## src/rtl/aes_pkg.sv

```systemverilog
// -----------------------------------------------------------------------------
// aes_pkg
// Shared definitions for the AES encryption SPI master and its shifter:
//   state_t             - master FSM states
//   WAIT_CYCLES_DEFAULT - slave cipher latency in clocks
//   BLOCK_W             - AES block width in bits
//   CNT_W               - width of the master's transfer cycle counter
//   stream_len()        - number of bits sent to the slave for a given Nk
// -----------------------------------------------------------------------------
package aes_pkg;

    typedef enum logic [2:0] {
        IDLE,
        SEND_KEY,
        SEND_TEXT,
        WAIT,
        RECV,
        DONE
    } state_t;

    localparam int WAIT_CYCLES_DEFAULT = 54;
    localparam int BLOCK_W             = 128;
    localparam int CNT_W               = 10;

    // Outbound stream is the whole key followed by one plaintext block.
    function automatic int stream_len(input int nk);
        return 32 * nk + BLOCK_W;
    endfunction

endpackage

```

## src/rtl/aes_spi_shifter.sv

```systemverilog
// -----------------------------------------------------------------------------
// aes_spi_shifter
// Serial datapath of the AES SPI master.
//   clk, reset : clock, synchronous active-high reset
//   load       : capture load_data and present its MSB on mosi
//   shift      : present the next stored bit on mosi
//   load_data  : parallel word to transmit, MSB first
//   mosi       : registered serial output; 0 whenever neither load nor shift
//   capture    : shift miso into the receive register
//   miso       : serial input from the slave
//   rx_word    : received word, first bit in the MSB; the newest bit is taken
//                straight from miso so a complete block is available on the
//                very edge that samples its last bit
// -----------------------------------------------------------------------------
module aes_spi_shifter
    import aes_pkg::*;
#(
    parameter int TX_W = 256
) (
    input  logic               clk,
    input  logic               reset,
    input  logic               load,
    input  logic               shift,
    input  logic [TX_W-1:0]    load_data,
    output logic               mosi,
    input  logic               capture,
    input  logic               miso,
    output logic [BLOCK_W-1:0] rx_word
);

    logic [TX_W-1:0]    tx_sr;
    logic [BLOCK_W-2:0] rx_sr;

    // NOTE: sequential state is assigned with <= so every register samples
    // the values from before the edge, independent of statement order.
    always_ff @(posedge clk) begin
        if (reset) begin
            // NOTE: the shift registers are plain flops, so clearing them on
            // reset is cheap and keeps stale key material off the outputs.
            tx_sr <= '0;
            rx_sr <= '0;
            mosi  <= 1'b0;
        end else begin
            if (load) begin
                mosi  <= load_data[TX_W-1];
                tx_sr <= {load_data[TX_W-2:0], 1'b0};
            end else if (shift) begin
                mosi  <= tx_sr[TX_W-1];
                tx_sr <= {tx_sr[TX_W-2:0], 1'b0};
            end else begin
                mosi  <= 1'b0;
            end

            if (capture) begin
                rx_sr <= {rx_sr[BLOCK_W-3:0], miso};
            end
        end
    end

    assign rx_word = {rx_sr, miso};

endmodule

```

## src/rtl/aes_encryption_master.sv

```systemverilog
// -----------------------------------------------------------------------------
// aes_encryption_master
// SPI master that streams an AES key and one plaintext block to an external
// encryption slave, waits out the slave's cipher latency and reads back the
// ciphertext.
//   clk        : single clock, all outputs registered on posedge
//   reset      : synchronous active-high reset
//   start      : transfer request, only looked at in IDLE
//   key        : 32*Nk-bit key, MSB sent first, captured on acceptance
//   plaintext  : 128-bit block, MSB sent first, captured on acceptance
//   busy       : high from the cycle after acceptance through the DONE cycle
//   done       : one-cycle pulse, ciphertext valid
//   ciphertext : received block, first received bit in the MSB; held until
//                the next done or reset
//   cs         : active-low chip select
//   mosi       : serial data to slave (slave samples on posedge)
//   miso       : serial data from slave (slave drives on negedge)
// cnt holds n during the cycle after edge P(n), P0 being the accepting edge,
// so each FSM boundary is a compare against a fixed stream index.
// -----------------------------------------------------------------------------
module aes_encryption_master
    import aes_pkg::*;
#(
    parameter int Nk          = 4,
    parameter int WAIT_CYCLES = WAIT_CYCLES_DEFAULT
) (
    input  logic               clk,
    input  logic               reset,
    input  logic               start,
    input  logic [32*Nk-1:0]   key,
    input  logic [BLOCK_W-1:0] plaintext,
    output logic               busy,
    output logic               done,
    output logic [BLOCK_W-1:0] ciphertext,
    output logic               cs,
    output logic               mosi,
    input  logic               miso
);

    localparam int KEY_W = 32 * Nk;
    localparam int LEN   = stream_len(Nk);

    // Value of cnt in the cycle before the edge that leaves each state.
    localparam logic [CNT_W-1:0] KEY_LAST  = CNT_W'(KEY_W - 1);
    localparam logic [CNT_W-1:0] TEXT_LAST = CNT_W'(LEN - 1);
    localparam logic [CNT_W-1:0] WAIT_LAST = CNT_W'(LEN + WAIT_CYCLES - 1);
    localparam logic [CNT_W-1:0] RECV_LAST = CNT_W'(LEN + WAIT_CYCLES + BLOCK_W - 1);

    state_t             state;
    state_t             next_state;
    logic [CNT_W-1:0]   cnt;
    logic               load;
    logic               shift;
    logic               capture;
    logic               last_bit;
    logic               busy_next;
    logic               done_next;
    logic               cs_next;
    logic [BLOCK_W-1:0] rx_word;

    // ---------------------------------------------------------------- state
    always_ff @(posedge clk) begin
        if (reset) begin
            state <= IDLE;
        end else begin
            state <= next_state;
        end
    end

    // ----------------------------------------------------------- next state
    always_comb begin
        // NOTE: the default assignment up front means every path assigns
        // next_state, so no latch is inferred.
        next_state = state;
        case (state)
            IDLE:      if (start) next_state = SEND_KEY;
            SEND_KEY:  if (cnt == KEY_LAST) next_state = SEND_TEXT;
            SEND_TEXT: if (cnt == TEXT_LAST) next_state = (WAIT_CYCLES == 0) ? RECV : WAIT;
            WAIT:      if (cnt == WAIT_LAST) next_state = RECV;
            RECV:      if (cnt == RECV_LAST) next_state = DONE;
            DONE:      next_state = IDLE;   // start is deliberately ignored here
            default:   next_state = IDLE;
        endcase
    end

    // -------------------------------------------------------------- outputs
    always_comb begin
        load      = (state == IDLE) && start;
        // The edge that leaves SEND_TEXT must not shift, so mosi drops to 0.
        shift     = (state == SEND_KEY) || ((state == SEND_TEXT) && (cnt != TEXT_LAST));
        capture   = (state == RECV);
        last_bit  = (state == RECV) && (cnt == RECV_LAST);
        busy_next = (next_state != IDLE);
        done_next = (next_state == DONE);
        cs_next   = (next_state == IDLE) || (next_state == DONE);
    end

    // ------------------------------------------------- registered datapath
    always_ff @(posedge clk) begin
        if (reset) begin
            cnt        <= '0;
            busy       <= 1'b0;
            done       <= 1'b0;
            cs         <= 1'b1;
            ciphertext <= '0;
        end else begin
            busy <= busy_next;
            done <= done_next;
            cs   <= cs_next;

            if (load) begin
                cnt <= '0;
            end else if (state != IDLE) begin
                cnt <= cnt + 1'b1;
            end

            if (last_bit) begin
                ciphertext <= rx_word;
            end
        end
    end

    aes_spi_shifter #(
        .TX_W (LEN)
    ) u_shifter (
        .clk       (clk),
        .reset     (reset),
        .load      (load),
        .shift     (shift),
        .load_data ({key, plaintext}),
        .mosi      (mosi),
        .capture   (capture),
        .miso      (miso),
        .rx_word   (rx_word)
    );

endmodule

```

## config.mk

```make
export PLATFORM = sky130hd
export DESIGN_NAME = aes_encryption_master
export DESIGN_NICKNAME = d
export VERILOG_FILES = /design/src/rtl/aes_pkg.sv /design/src/rtl/aes_spi_shifter.sv /design/src/rtl/aes_encryption_master.sv
export SDC_FILE = /design/constraint.sdc
export NUM_CORES = 1
export LEC_CHECK = 0
export ABC_CLOCK_PERIOD_IN_PS = 3000
export BUFFER_PORTS_ARGS = -buffer_cell sky130_fd_sc_hd__buf_2
export CAP_MARGIN = 25
export CORE_MARGIN = 4
export CORE_UTILIZATION = 60
export CTS_CLUSTER_DIAMETER = 150
export DETAILED_ROUTE_END_ITERATION = 8
export PLACE_DENSITY = 0.85
export SYNTH_ARGS = -nofsm -noshare
export SYNTH_HDL_FRONTEND = slang
export SYNTH_HIERARCHICAL = 1
export SYNTH_SLANG_ARGS = --single-unit
```

## constraint.sdc

```tcl
create_clock -name clk -period 3 [get_ports clk]
set_input_delay 0.9 -clock clk [delete_from_list [all_inputs] [get_ports clk]]
set_output_delay 0.9 -clock clk [all_outputs]
set_load 0.01 [all_outputs]
```

; ---- After elaboration in Yosys (flattened, before gate mapping)
; Cells that the tools add are included.
[totals]
mem_count = 0
mem_bits_rw = 0
out_inout_bits = 132
input_bits = 260
rom_bits = 0
latchBits = 0
wordCells = 41
ff_bits = 527
[op_classes]
mul = 0
eq_ne = 10
shifts = 0
n_bitwise = 0
n_reduce_logical = 11
mux = 10
n_addsub = 1
div = 0
magnitude_cmp = 0
[ops]
columns = op, count
row1 = two-way mux 256 bit, 2
row2 = "equality test 10 x 9 -> 1 bit, second input constant", 2
row3 = two-way mux 3 bit, 5
row4 = one-hot mux 3 bit (5 select lines), 1
row5 = "adder 10 x 1 -> 10 bit, second input constant", 1
row6 = "equality test 10 x 7 -> 1 bit, second input constant", 1
row7 = "equality test 10 x 8 -> 1 bit, second input constant", 1
row8 = "!= test 10 x 8 -> 1 bit, second input constant", 1
row9 = "equality test 3 x 2 -> 1 bit, second input constant", 2
row10 = "equality test 3 bit, second input constant", 2
row11 = zero test 3 bit, 2
row12 = nonzero test 3 bit, 2
row13 = "equality test 3 x 1 -> 1 bit, second input constant", 1
row14 = logical AND 1 bit, 3
row15 = logical OR 1 bit, 2
row16 = two-way mux 1 bit, 2
row17 = nonzero test 2 bit, 1
row18 = OR reduction 2 bit, 1

; ---- Longest topological paths before layout
; Gate-level depths: netlist of run 1.
[logic_depth]
ltp_word = 5
mapped_depth = 10
depth_no_buf = 7

; ---- Hierarchy
; Netlist of run 1, hierarchy kept.
[by_module_without_submodules]
columns = mod, n_inst, area_each_um2, cells_per_inst, seq_area_each_um2
row1 = aes_spi_shifter, 1, 16945.0, 1550, 7667.4
row2 = aes_encryption_master, 1, 5297.6, 656, 2882.8

; ---- Worst setup path after synthesis of run 1
; No wires, ideal clock.
[synth_path]
kind = reg2reg
from = register cnt[0]
to = register u_shifter.tx_sr[100]
setup_time_ps = 146
path_buffers = 3
path_slack_ps = 1028
period_less_slack_ps = 1972
arrival_time_ps = 1826
path_stages_with_launch = 11
path_cell_list = dfxtp_1 -> ha_1 -> and4bb_2 -> a31oi_1 -> a21oi_1 -> nor2_1 -> buf_6 -> buf_12 -> buf_8 -> mux2i_1 -> a211oi_2
[synth_between]
elab_chain_len = 4
[synth_lines]
columns = element, line_no
row1 = start: declaration, aes_encryption_master.sv:51  ; logic [CNT_W-1:0] cnt;
row2 = start signal: assignment, aes_encryption_master.sv:114  ; cnt <= cnt + 1'b1;
row3 = != test 10 x 8 -> 1 bit, aes_encryption_master.sv:90  ; shift = (state == SEND_KEY) || ((state == SEND_TEXT) && (cnt != TEXT_LAST));
row4 = logical AND 1 bit, aes_encryption_master.sv:90
row5 = logical OR 1 bit, aes_encryption_master.sv:90
row6 = via shift, aes_encryption_master.sv:53  ; logic shift;
row7 = nonzero test 2 bit (no source line), n/a
row8 = end signal: assignment, aes_spi_shifter.sv:46  ; tx_sr <= {load_data[TX_W-2:0], 1'b0};
row9 = end signal: assignment, aes_spi_shifter.sv:49  ; tx_sr <= {tx_sr[TX_W-2:0], 1'b0};
row10 = end: declaration, aes_spi_shifter.sv:31  ; logic [TX_W-1:0] tx_sr;
; The timed path passes the listed nets, and every way through them passes these cells.
; A chain may end at the register's enable or synchronous reset.

; ---- Worst setup path in the final report of run 1
[layout_path]
from = register cnt[0]
to = register u_shifter.tx_sr[84]
; The elaborated chain is that of the path after synthesis.

==> summary.md, run 1 <==
| Metric | Value |
|---|---|
| Status | finished clean |
| Fin Clk Skew | 13.92 ps |
| Crit path max-delay family | buffers and inverters |
| P_leak | 9.284 nW |
| Yosys cell types | 43 |
| Critical path class | flop to flop |
| Crit path top cell by count | buf_12 |
| Max-cap violations | 0 |
| Dpl hpwl | 33190 um |
| Crit path arrival time | 3010 ps |
| Max stage delay on crit path | 390 ps |
| Via count | 16897 |
| Worst setup path startpoint | cnt[0] |
| Reg2Reg Setup Slack | 480 ps |
| Avg Inst Size Synth | 10.08 sq um |
| DIE WIDTH | 200.5 um |
| Starting Density | 0.6076 |
| Clock period minus worst slack | 2522 ps |
| Bufs and invs on worst path | 2 |
| Synthesized cell area | 0.02224 sq mm |
| Post-cts hold buffer count | 0 |
| Synth top area share | 0.4743 |
| GRT Total Usage | 0.2446 |
| Crit Reg-Reg Startpoint | cnt[0] |
| Hold WC Path Type | flop to flop |
| I/O pin count | 392 |
| Setup bufs post-CTS | 0 |
| I/O Buffers | 391 |
| Initial antenna violation count | 1 |
| RSZ-0062 raised after global routing | false |
| Synthesized Nets | 2468 |
| Die area | 0.04022 sq mm |
| Largest net degree at the start of global routing | 161 |
| # nets final | 2745 |
| Crit path launch type | flop |
| Worst Path Max Fanout | 68 |
| CORE AREA | 0.03661 sq mm |
| Synth async-reset ratio | 0 |
| First-pass GRT wire length | 84030 um |
| Drt pass-1 iters | 5 |
| Max H-tree Level | 2 |
| Fin crit share | 0.8405 |
| Power Dens Cells | 592.5 mW/mm^2 |
| Residual DRC | 0 |
| Max Root-Sink Buffers | 3 |
| Vias in the first global route | 16907 |
| Die height | 200.5 um |
| Post-synth EDFFs | 0 |
| Site Rows | 70 |
| PostCTS Resize Cnt | 0 |
| Slew Viols, Final | 0 |
| Slew @ Worst Pin | 962.8 ps |
| Headroom to the max-slew limit | 0.3581 |
| Clock sink total | 527 |
| Register area share after synthesis | 0.4743 |
| Ranking of synthesized cells by area | dfxtp_1 (47%), mux2i_1 (17%), nor2b_1 (7.2%) |
| Placed insts | 2896 |
| Synth Warn # | 6 |
| # setup viols final | 0 |
| Post-synthesis register bit count | 527 |
| Highest Clock Rate | 0.3966 GHz |
| GRT overflow | 0 |
| Final wirelength | 52110 um |
| Fin Setup TNS | 0 ps |
| RD Place Congestion | 0.8246 |
| Non-filler cells, final | 2991 |
| 1st-iter DRT viols | 1061 |
| Worst-path clk slew | 60 ps |
| Crit end category | flop |
| Worst hold path startpoint | ciphertext[41] |
| Yosys top cell by area | dfxtp_1 |
| Wire per inst | 17.42 um |
| Ys flop type | dfxtp_1 |
| CP Cell Sequence | ha_1 -> and4bb_2 -> a31oi_1 -> a21oi_1 -> nor2_4 -> buf_12 -> buf_12 -> mux2i_1 -> a211oi_1 |
| TritonCTS clock tree | yes |
| Cts bufs inserted | 53 |
| Worst Path Required | 3490 ps |
| Layout cell share with drive strength beyond 1 | 0.2355 |
| Area delta synth->final | 14.94% |
| Max VDD drop | 0.5761 mV |
| Via density | 5.649 |
| Clk_lat worst skew | 600 ps |
| Crit-path slowest cell | buf_12 |
| DRT antenna net count | 0 |
| Synth Instances | 2206 |
| Clock Tree Root | clkbuf_16 |
| Hold Vio Cnt, Final | 0 |
==> path summary, 6_finish.rpt <==
kind / depth (start not counted) / to
max: 9 / u_shifter/tx_sr[84]
min: 2 / ciphertext[41]
max reg2reg: 9 / u_shifter/tx_sr[84]
min reg2reg: 2 / ciphertext[41]
==> metrics by stage <==
step | power, mW | hold WS [ps] | utilization | area (sq um) | worst slack [ps]
after CTS | 15.26 | 452.5 | 0.6983 | 25560 | 507.6
after detailed placement | 8.759 | 444.5 | 0.6510 | 23830 | 501.6
after floorplan | 8.408 | 431.2 | - | 22240 | 1028
after global placement | 8.706 | 440.0 | 0.6510 | 23830 | 614.9
after global routing | 15.71 | 463.5 | 0.6983 | 25570 | 345.6
final | 15.15 | 450.9 | 0.6983 | 25570 | 478.4
==> per-layer routing <==
layer | share of wire | global-route usage | routed length [um] | vias up
li1 | - | - | - | 8184
met1 | 0.43 | 0.3128 | 22150 | 8088
met2 | 0.48 | 0.4106 | 25170 | 503
met3 | 0.058 | 0.04830 | 3017 | 122
met4 | 0.034 | 0.09587 | 1770 | 0
met5 | 0 | 0 | 0 | -
==> final cells by class <==
cell class	count	area, sq um
diodes	1	2.502
repair buffers	415	2335
inverters	6	35.03
clock buffers	72	1508
fillers	2633	11040
multi-input cells	1480	10330
flip-flops and latches	527	10550
well taps	468	585.6
clock inverters	22	222.7
==> cell usage after synthesis, drive strengths merged, types with 2 or more instances <==
master	count
mux2i	381
xnor2	3
xor2	5
or3	3
ha	2
a31oi	2
and4	2
inv	6
o31ai	2
nand4b	2
nand2	264
nand3	4
nor2b	256
clkbuf	83
a21oi	134
nor2	142
buf	110
nand4	3
and4bb	2
dfxtp	527
or2	4
a211oi	257
==> cells by family (layout without fill, tap and decap cells) <==
logic type	count (synthesis)	count (layout)	synth area share
AND/OR/NAND/NOR	690	690	0.1496
flip-flops	527	527	0.4743
AO/OA/AOI/OAI	399	399	0.1383
multiplexers	381	381	0.1715
buffers and inverters	199	515	0.06205
XOR/XNOR	8	8	0.003150
adder cells (fa/ha/maj)	2	2	0.001125
other	0	1	0
==> layout by cell type (no fill, tap or decap), types with 2 or more instances in the layout <==
cell type,count
clkinv_2,13
clkinv_8,2
nand3_1,4
nand4_1,3
buf_4,9
a21oi_1,134
nand4b_1,2
a31oi_1,2
a211oi_2,83
buf_12,15
nor2_1,140
buf_2,390
and4bb_2,2
bufinv_16,3
or3_1,3
ha_1,2
xnor2_1,3
clkbuf_16,53
mux2i_1,381
xor2_1,5
o31ai_1,2
nor2_4,2
inv_6,3
or2_2,3
clkinv_4,2
nand2_1,264
inv_1,4
dfxtp_1,527
nor2b_1,256
a211oi_1,174
clkbuf_1,8
clkbuf_8,11
==> flip-flops by register name (all words and copies together) (netlist names) <==
signal,count
ciphertext,128
cnt,10
busy,1
u_shifter/mosi,1
cs,1
state,3
u_shifter/tx_sr,255
done,1
u_shifter/rx_sr,127
==> power breakdown <==
group	total [mW]	leakage [nW]	internal [mW]	switching, mW
combinational	1.19	4.11	0.556	0.631
sequential	7.44	4.31	7.28	0.156
clock	6.52	0.866	3.78	2.74
total	15.1	9.28	11.6	3.53
==> worst reg2reg max path: cells and delay by family (launching register included) <==
kind                       cells  cell delay, ps
muxes                          1             250
adders and majority gates      1             240
AOI/OAI and AO/OA              3             570
buffers and inverters          2             640
and+or+nand+nor                2             380
DFF                            1             350
No activity file was read; power rests on OpenSTA's default activity.
==> inputs of run 2 (changes only) <==
--- a/config.mk
+++ b/config.mk
@@ -5,14 +5,14 @@
 export SDC_FILE = /design/constraint.sdc
 export NUM_CORES = 1
 export LEC_CHECK = 0
-export ABC_CLOCK_PERIOD_IN_PS = 3000
+export ABC_CLOCK_PERIOD_IN_PS = 2000
 export BUFFER_PORTS_ARGS = -buffer_cell sky130_fd_sc_hd__buf_2
 export CAP_MARGIN = 25
 export CORE_MARGIN = 4
-export CORE_UTILIZATION = 60
+export CORE_UTILIZATION = 51
 export CTS_CLUSTER_DIAMETER = 150
 export DETAILED_ROUTE_END_ITERATION = 8
-export PLACE_DENSITY = 0.85
+export PLACE_DENSITY = 0.77
 export SYNTH_ARGS = -nofsm -noshare
 export SYNTH_HDL_FRONTEND = slang
 export SYNTH_HIERARCHICAL = 1
==> constraint.sdc (replaced) <==
create_clock -name clk -period 2 [get_ports clk]
set_input_delay 0.6 -clock clk [delete_from_list [all_inputs] [get_ports clk]]
set_output_delay 0.6 -clock clk [all_outputs]
set_load 0.01 [all_outputs]
==> summary.md, run 2 (synthesized netlist as in run 1, its figures left out) <==
| Metric | Value |
|---|---|
| # setup viols final | 167 |
| WL met1 | 24420 um |
| Largest regs | u_shifter/tx_sr x255, ciphertext x128, u_shifter/rx_sr x127 |
| Crit end category | flop |
| Slew Viols, Final | 0 |
| Clk_lat worst skew | 600 ps |
| Fin crit share | 1.056 |
| Ant. Diodes | 0 |
| Largest net degree at the start of global routing | 99 |
| Fin Clk Skew | 19.27 ps |
| Failing checks | negative setup slack |
| I/O Buffers | 391 |
| P_int | 18.46 mW |
| Hold WC Path Type | input pin to flop |
| Crit path launch type | flop |
| Met2 wire length | 27980 um |
| Dpl ws | -120.1 ps |
| Clock period minus worst slack | 2112 ps |
| Max-cap violations | 0 |
| Via density | 5.390 |
| GRT overflow | 0 |
| Clock Tree Root | clkbuf_16 |
| Crit path arrival time | 2580 ps |
| Power Dens Cells | 868.7 mW/mm^2 |
| Headroom to the max-slew limit | 0.6745 |
| Dpl hpwl | 36360 um |
| Post-cts hold buffer count | 0 |
| Clock network power share | 0.447 |
| Worst Path Required | 2470 ps |
| Worst Path Max Fanout | 12 |
| Most frequent cells in the layout | dfxtp_1 (525), buf_2 (390), mux2i_1 (327) |
| Die height | 216.8 um |
| Cts bufs inserted | 54 |
| Switch Pwr | 5.624 mW |
| Initial antenna violation count | 0 |
| First-pass GRT wire length | 87740 um |
| Die area | 0.04702 sq mm |
| P_leak | 10.12 nW |
| # nets final | 2829 |
| Max VDD drop | 0.8246 mV |
| Residual DRC | 0 |
| I/O pin count | 392 |
| RSZ-0062 raised after global routing | true |
| Largest reg by FF count | u_shifter/tx_sr |
| Worst-path clk slew | 60 ps |
| Site Rows | 76 |
| Clock sink total | 527 |
| Highest Clock Rate | 0.4734 GHz |
| Hold Vio Cnt, Final | 0 |
| CORE AREA | 0.04308 sq mm |
| Starting Density | 0.5164 |
| Status | finished with violations |
| RD Place Congestion | 0.8501 |
| Max H-tree Level | 2 |
| Wire length on met3 | 3223 um |
| Via count | 17238 |
| Post-route setup slack | -112.4 ps |
| Most common cell after layout, fill and taps aside | dfxtp_1 |
| Drt pass-1 iters | 5 |
| Slew @ Worst Pin | 488.2 ps |
| Critical path class | flop to flop |
| Combinational fraction of design power | 0.087 |
| 1st-iter DRT viols | 1166 |
| Max FFs per register | 255 |
| Vias in the first global route | 16976 |
| DRT antenna net count | 0 |
| DIE WIDTH | 216.8 um |
| Max Root-Sink Buffers | 3 |
| Wire per inst | 17.75 um |
| Sw frac | 0.2335 |
| Area delta synth->final | 24.62% |
| GRT Total Usage | 0.2228 |
| Flop pwr share | 0.465 |
| TritonCTS clock tree | yes |
| Final wirelength | 56780 um |
| Layout cell share with drive strength beyond 1 | 0.3016 |
| DR top layer | met4 |
| Post-layout util | 0.6435 |
==> run 2: cell types whose count changed in the layout (fill, tap and decap cells not counted), sizes merged <==
cell      change
buf          +77
bufinv        +4
clkbuf       +12
clkinv        -4
clkinvlp      +1
diode         -1
inv           +1
==> run 2: power groups by stage <==
stage | Combinational [mW] | Clock [mW] | Sequential (mW)
6_report | 2.10 | 10.8 | 11.2
5_1_grt | 2.28 | 11.4 | 11.2
3_3_place_gp | 1.81 | 0 | 11.4
2_1_floorplan | 1.31 | 0 | 11.3
4_1_cts | 1.96 | 11.0 | 11.2
3_5_place_dp | 1.86 | 0 | 11.4
==> run 2: routing by layer <==
layer / track usage / vias up
met1: 0.2953 / 8338
met3: 0.04328 / 76
met5: 0 / -
met2: 0.3729 / 457
met4: 0.06445 / 0
li1: - / 8367
==> run 2: stage by stage <==
stage	setup TNS [ps]	power, mW	cells	instance area (sq um)	hold slack [ps]
finish	-6984	24.08	3198	27720	280.8
global route	-24680	24.95	3198	27720	275.2
CTS	-5918	24.09	3188	27080	244.4
detailed placement	-7833	13.23	3069	24650	443.7
global placement	-4459	13.17	3069	24650	441.7
floorplan	0	12.61	2206	22240	431.2
==> run 2: what timing repair did <==
item | CTS | global route
setup endpoints to repair | 228 | 281
gates cloned | 7 | 6
gates resized for setup | 40 | 109
pin swaps | 41 | 38
buffers inserted | 10 | 9
==> run 2: path summary, 6_finish.rpt <==
kind                               startpoint              endpoint  slack, ps  depth (start not counted)
worst min register to register  ciphertext[2]         ciphertext[2]        460                          2
worst max-delay path                   cnt[1]  u_shifter/tx_sr[105]       -110                         10
worst max register to register         cnt[1]  u_shifter/tx_sr[105]       -110                         10
worst min-delay path                     miso         ciphertext[0]        280                          3
==> run 2: final cells by class <==
class                      count  area (sq um)
fill                        3280         15360
multi-input combinational   1480         10860
sequential                   527         10550
timing repair buffer         498          3586
clock buffer                  78          1592
tap                          585         732.0
clock inverter                24         356.6
inverter                       6         35.03
==> run 2: worst max-delay path: stages, from the launching register on <==
cell and delay (ps):
dfxtp_2 340, ha_4 160, and4bb_2 240, a31oi_2 180
a21oi_2 60, nor2_4 110, buf_4 150, clkbuf_16 210
buf_16 170, mux2i_1 260, a211oi_2 110
==> inputs of run 3 (changes only) <==
--- a/config.mk
+++ b/config.mk
@@ -5,6 +5,7 @@
 export SDC_FILE = /design/constraint.sdc
 export NUM_CORES = 1
 export LEC_CHECK = 0
+export ABC_AREA = 1
 export ABC_CLOCK_PERIOD_IN_PS = 2000
 export BUFFER_PORTS_ARGS = -buffer_cell sky130_fd_sc_hd__buf_2
 export CAP_MARGIN = 25
==> summary.md, run 3 <==
| Metric | Value |
|---|---|
| Worst-path clk slew | 60 ps |
| Worst Path Max Fanout | 21 |
| Avg Inst Size Synth | 6.910 sq um |
| Largest family of logic cells by synthesized area | simple AND/OR/NAND/NOR gates |
| Post-synth EDFFs | 0 |
| Fin Clk Skew | 22.01 ps |
| Drt pass-1 iters | 6 |
| Headroom to the max-slew limit | 0.5869 |
| Wire per inst | 14.19 um |
| Synth Area in Adders | 0.001141 |
| Hold Vio Cnt, Final | 0 |
| Max VDD drop | 0.7222 mV |
| Cts bufs inserted | 53 |
| Largest net degree at the start of global routing | 100 |
| I/O Buffers | 391 |
| Initial antenna violation count | 11 |
| Clock sink total | 527 |
| Area delta synth->final | 22.40% |
| Design area | 0.02685 sq mm |
| Ys flop type | dfxtp_1 |
| TritonCTS clock tree | yes |
| I/O pin count | 392 |
| Most frequent cells in the layout | nand2_1 (793), nor2_1 (541), dfxtp_1 (524) |
| Synth Area in Simple Gates | 0.3507 |
| Synth cell count leaders | nand2_1 (805), nor2_1 (542), dfxtp_1 (527) |
| DIE WIDTH | 215.4 um |
| Final wirelength | 58020 um |
| Synth async-reset ratio | 0 |
| First-pass GRT wire length | 92520 um |
| Yosys top cell by area | dfxtp_1 |
| GRT overflow | 0 |
| Register area share after synthesis | 0.4810 |
| Status | finished clean |
| Crit end category | flop |
| Synthesized cell area | 0.02193 sq mm |
| Synth Warn # | 6 |
| # setup viols final | 0 |
| Ranking of synthesized cells by area | dfxtp_1 (48%), nand2_1 (14%), nand3_1 (12%) |
| Slew @ Worst Pin | 619.6 ps |
| Post-layout util | 0.6358 |
| Layout cell share with drive strength beyond 1 | 0.1779 |
| Hold WC Path Type | input pin to flop |
| Synth Instances | 3174 |
| Fin crit share | 0.9786 |
| Clock Tree Root | clkbuf_16 |
| Complex-gate fraction of the synthesized area | 0.06138 |
| Vias in the first global route | 18798 |
| Placed insts | 3971 |
| Starting Density | 0.5194 |
| # nets final | 3765 |
| Clock period minus worst slack | 1957 ps |
| Slew Viols, Final | 0 |
| Post-synthesis register bit count | 527 |
| GRT Total Usage | 0.2335 |
| CORE AREA | 0.04223 sq mm |
| Worst Path Required | 2540 ps |
| Synth top area share | 0.4810 |
| Non-filler cells, final | 4089 |
| # fillers | 3749 |
| Max FFs per register | 255 |
| Via density | 5.106 |
| Site Rows | 75 |
| 1st-iter DRT viols | 2085 |
| Die height | 215.4 um |
| Largest regs | u_shifter/tx_sr x255, ciphertext x128, u_shifter/rx_sr x127 |
| Most common cell after layout, fill and taps aside | nand2_1 |
| Max H-tree Level | 2 |
| Critical path class | flop to flop |
| Largest reg by FF count | u_shifter/tx_sr |
| Register area | 0.01056 sq mm |
| Cell with the most instances after synthesis | nand2_1 |
| DRT antenna net count | 0 |
| P_leak | 14.28 nW |
| Synthesized Nets | 3436 |
| Area of the multi-input gates | 0.009220 sq mm |
| Crit path arrival time | 2500 ps |
| Dpl hpwl | 38030 um |
| Clk_lat worst skew | 600 ps |
| Crit path launch type | flop |
| RD Place Congestion | 0.8715 |
| Reg2Reg Setup Slack | 40 ps |
| Max-cap violations | 0 |
| Die area | 0.04639 sq mm |
| Power Dens Cells | 896.3 mW/mm^2 |
| Dpl cell area | 0.02456 sq mm |
| Highest Clock Rate | 0.5109 GHz |
| Yosys cell types | 26 |
| Mux contribution to synthesized area | 0 |
| Residual DRC | 0 |
| Xor/xnor share of the synthesized area | 0.001198 |
| Via count | 20880 |
| Max Root-Sink Buffers | 3 |
| RSZ-0062 raised after global routing | true |
[run 3: cell types whose count changed in the layout (fill, tap and decap cells not counted), moves of 13 or more]
cell and change:
a211oi_1 -135, a211oi_2 -122, a21oi_1 -120, inv_1 +265, mux2i_1 -327, mux2i_2 -43, nand2_1 +529, nand3_1 +494
nand3_2 +13, nor2_1 +401, nor2b_1 -254, o21ai_0 +254
[run 3: layout make-up]
class                           count  area share
Tap cell                          539     0.02512
Sequential cell                   527      0.3932
Clock buffer                       70     0.05476
Clock inverter                     28     0.01426
Multi-Input combinational cell   2144      0.3434
Antenna cell                        4   0.0003728
Inverter                          279     0.04013
Timing Repair Buffer              498      0.1287
[run 3: routing by layer]
layer	GRT usage	vias up	share of wire
met2	0.3754	665	0.46
met5	0	-	0.0018
li1	-	10592	-
met4	0.06184	16	0.018
met3	0.04923	88	0.075
met1	0.3221	9519	0.44
[run 3: worst max-delay path: stages, from the launching register on]
cell and delay [ps]:
dfxtp_4 370, ha_4 130, nand2_2 50, nor2_2 110, nand3b_1 120, inv_2 80, o21ai_4 50, buf_12 130
nor2_4 160, buf_12 130, clkbuf_16 140, clkbuf_16 180, nand2_1 60, nand3_1 60, nand2_1 60, inv_1 50
[run 3: metrics by stage]
step | TNS (ps) | setup WS (ps) | hold WS, ps | power, mW
detailed placement | 0 | 91.97 | 459.0 | 13.62
global placement | 0 | 137.2 | 455.1 | 13.60
finish | 0 | 42.73 | 245.5 | 24.06
global route | -3762 | -69.82 | 220.8 | 25.02
floorplan | 0 | 38.55 | 434.6 | 12.78
CTS | 0 | 16.99 | 203.3 | 24.07
[run 3: logic make-up after synthesis]
| family | after synthesis |
|---|---|
| AND/OR/NAND/NOR | 1870 |
| flip-flops | 527 |
| buffers and inverters | 503 |
| AO/OA/AOI/OAI | 269 |
| XOR/XNOR | 3 |
| adder cells (fa/ha/maj) | 2 |
[run 3: path summary, 6_finish.rpt]
| kind | endpoint | cells past startpoint | start |
|---|---|---|---|
| max reg2reg | u_shifter/tx_sr[173] | 15 | cnt[1] |
| max | u_shifter/tx_sr[173] | 15 | cnt[1] |
| min | u_shifter/tx_sr[1] | 3 | plaintext[0] |
| min reg2reg | u_shifter/tx_sr[250] | 2 | u_shifter/tx_sr[250] |
[run 3: where the power goes]
part | switching (mW) | total (mW) | leakage, nW | internal (mW)
clock | 4.24 | 10.5 | 0.901 | 6.23
combinational | 1.47 | 2.54 | 9.09 | 1.06
sequential | 0.190 | 11.1 | 4.29 | 10.9
total | 5.91 | 24.1 | 14.3 | 18.2
[run 3: timing repair]
| action | in CTS | in global routing |
|---|---|---|
| setup buffers | 0 | 9 |
| endpoints found under the setup margin | 0 | 336 |
| hold buffers | 0 | 0 |
| resized for setup | 0 | 42 |
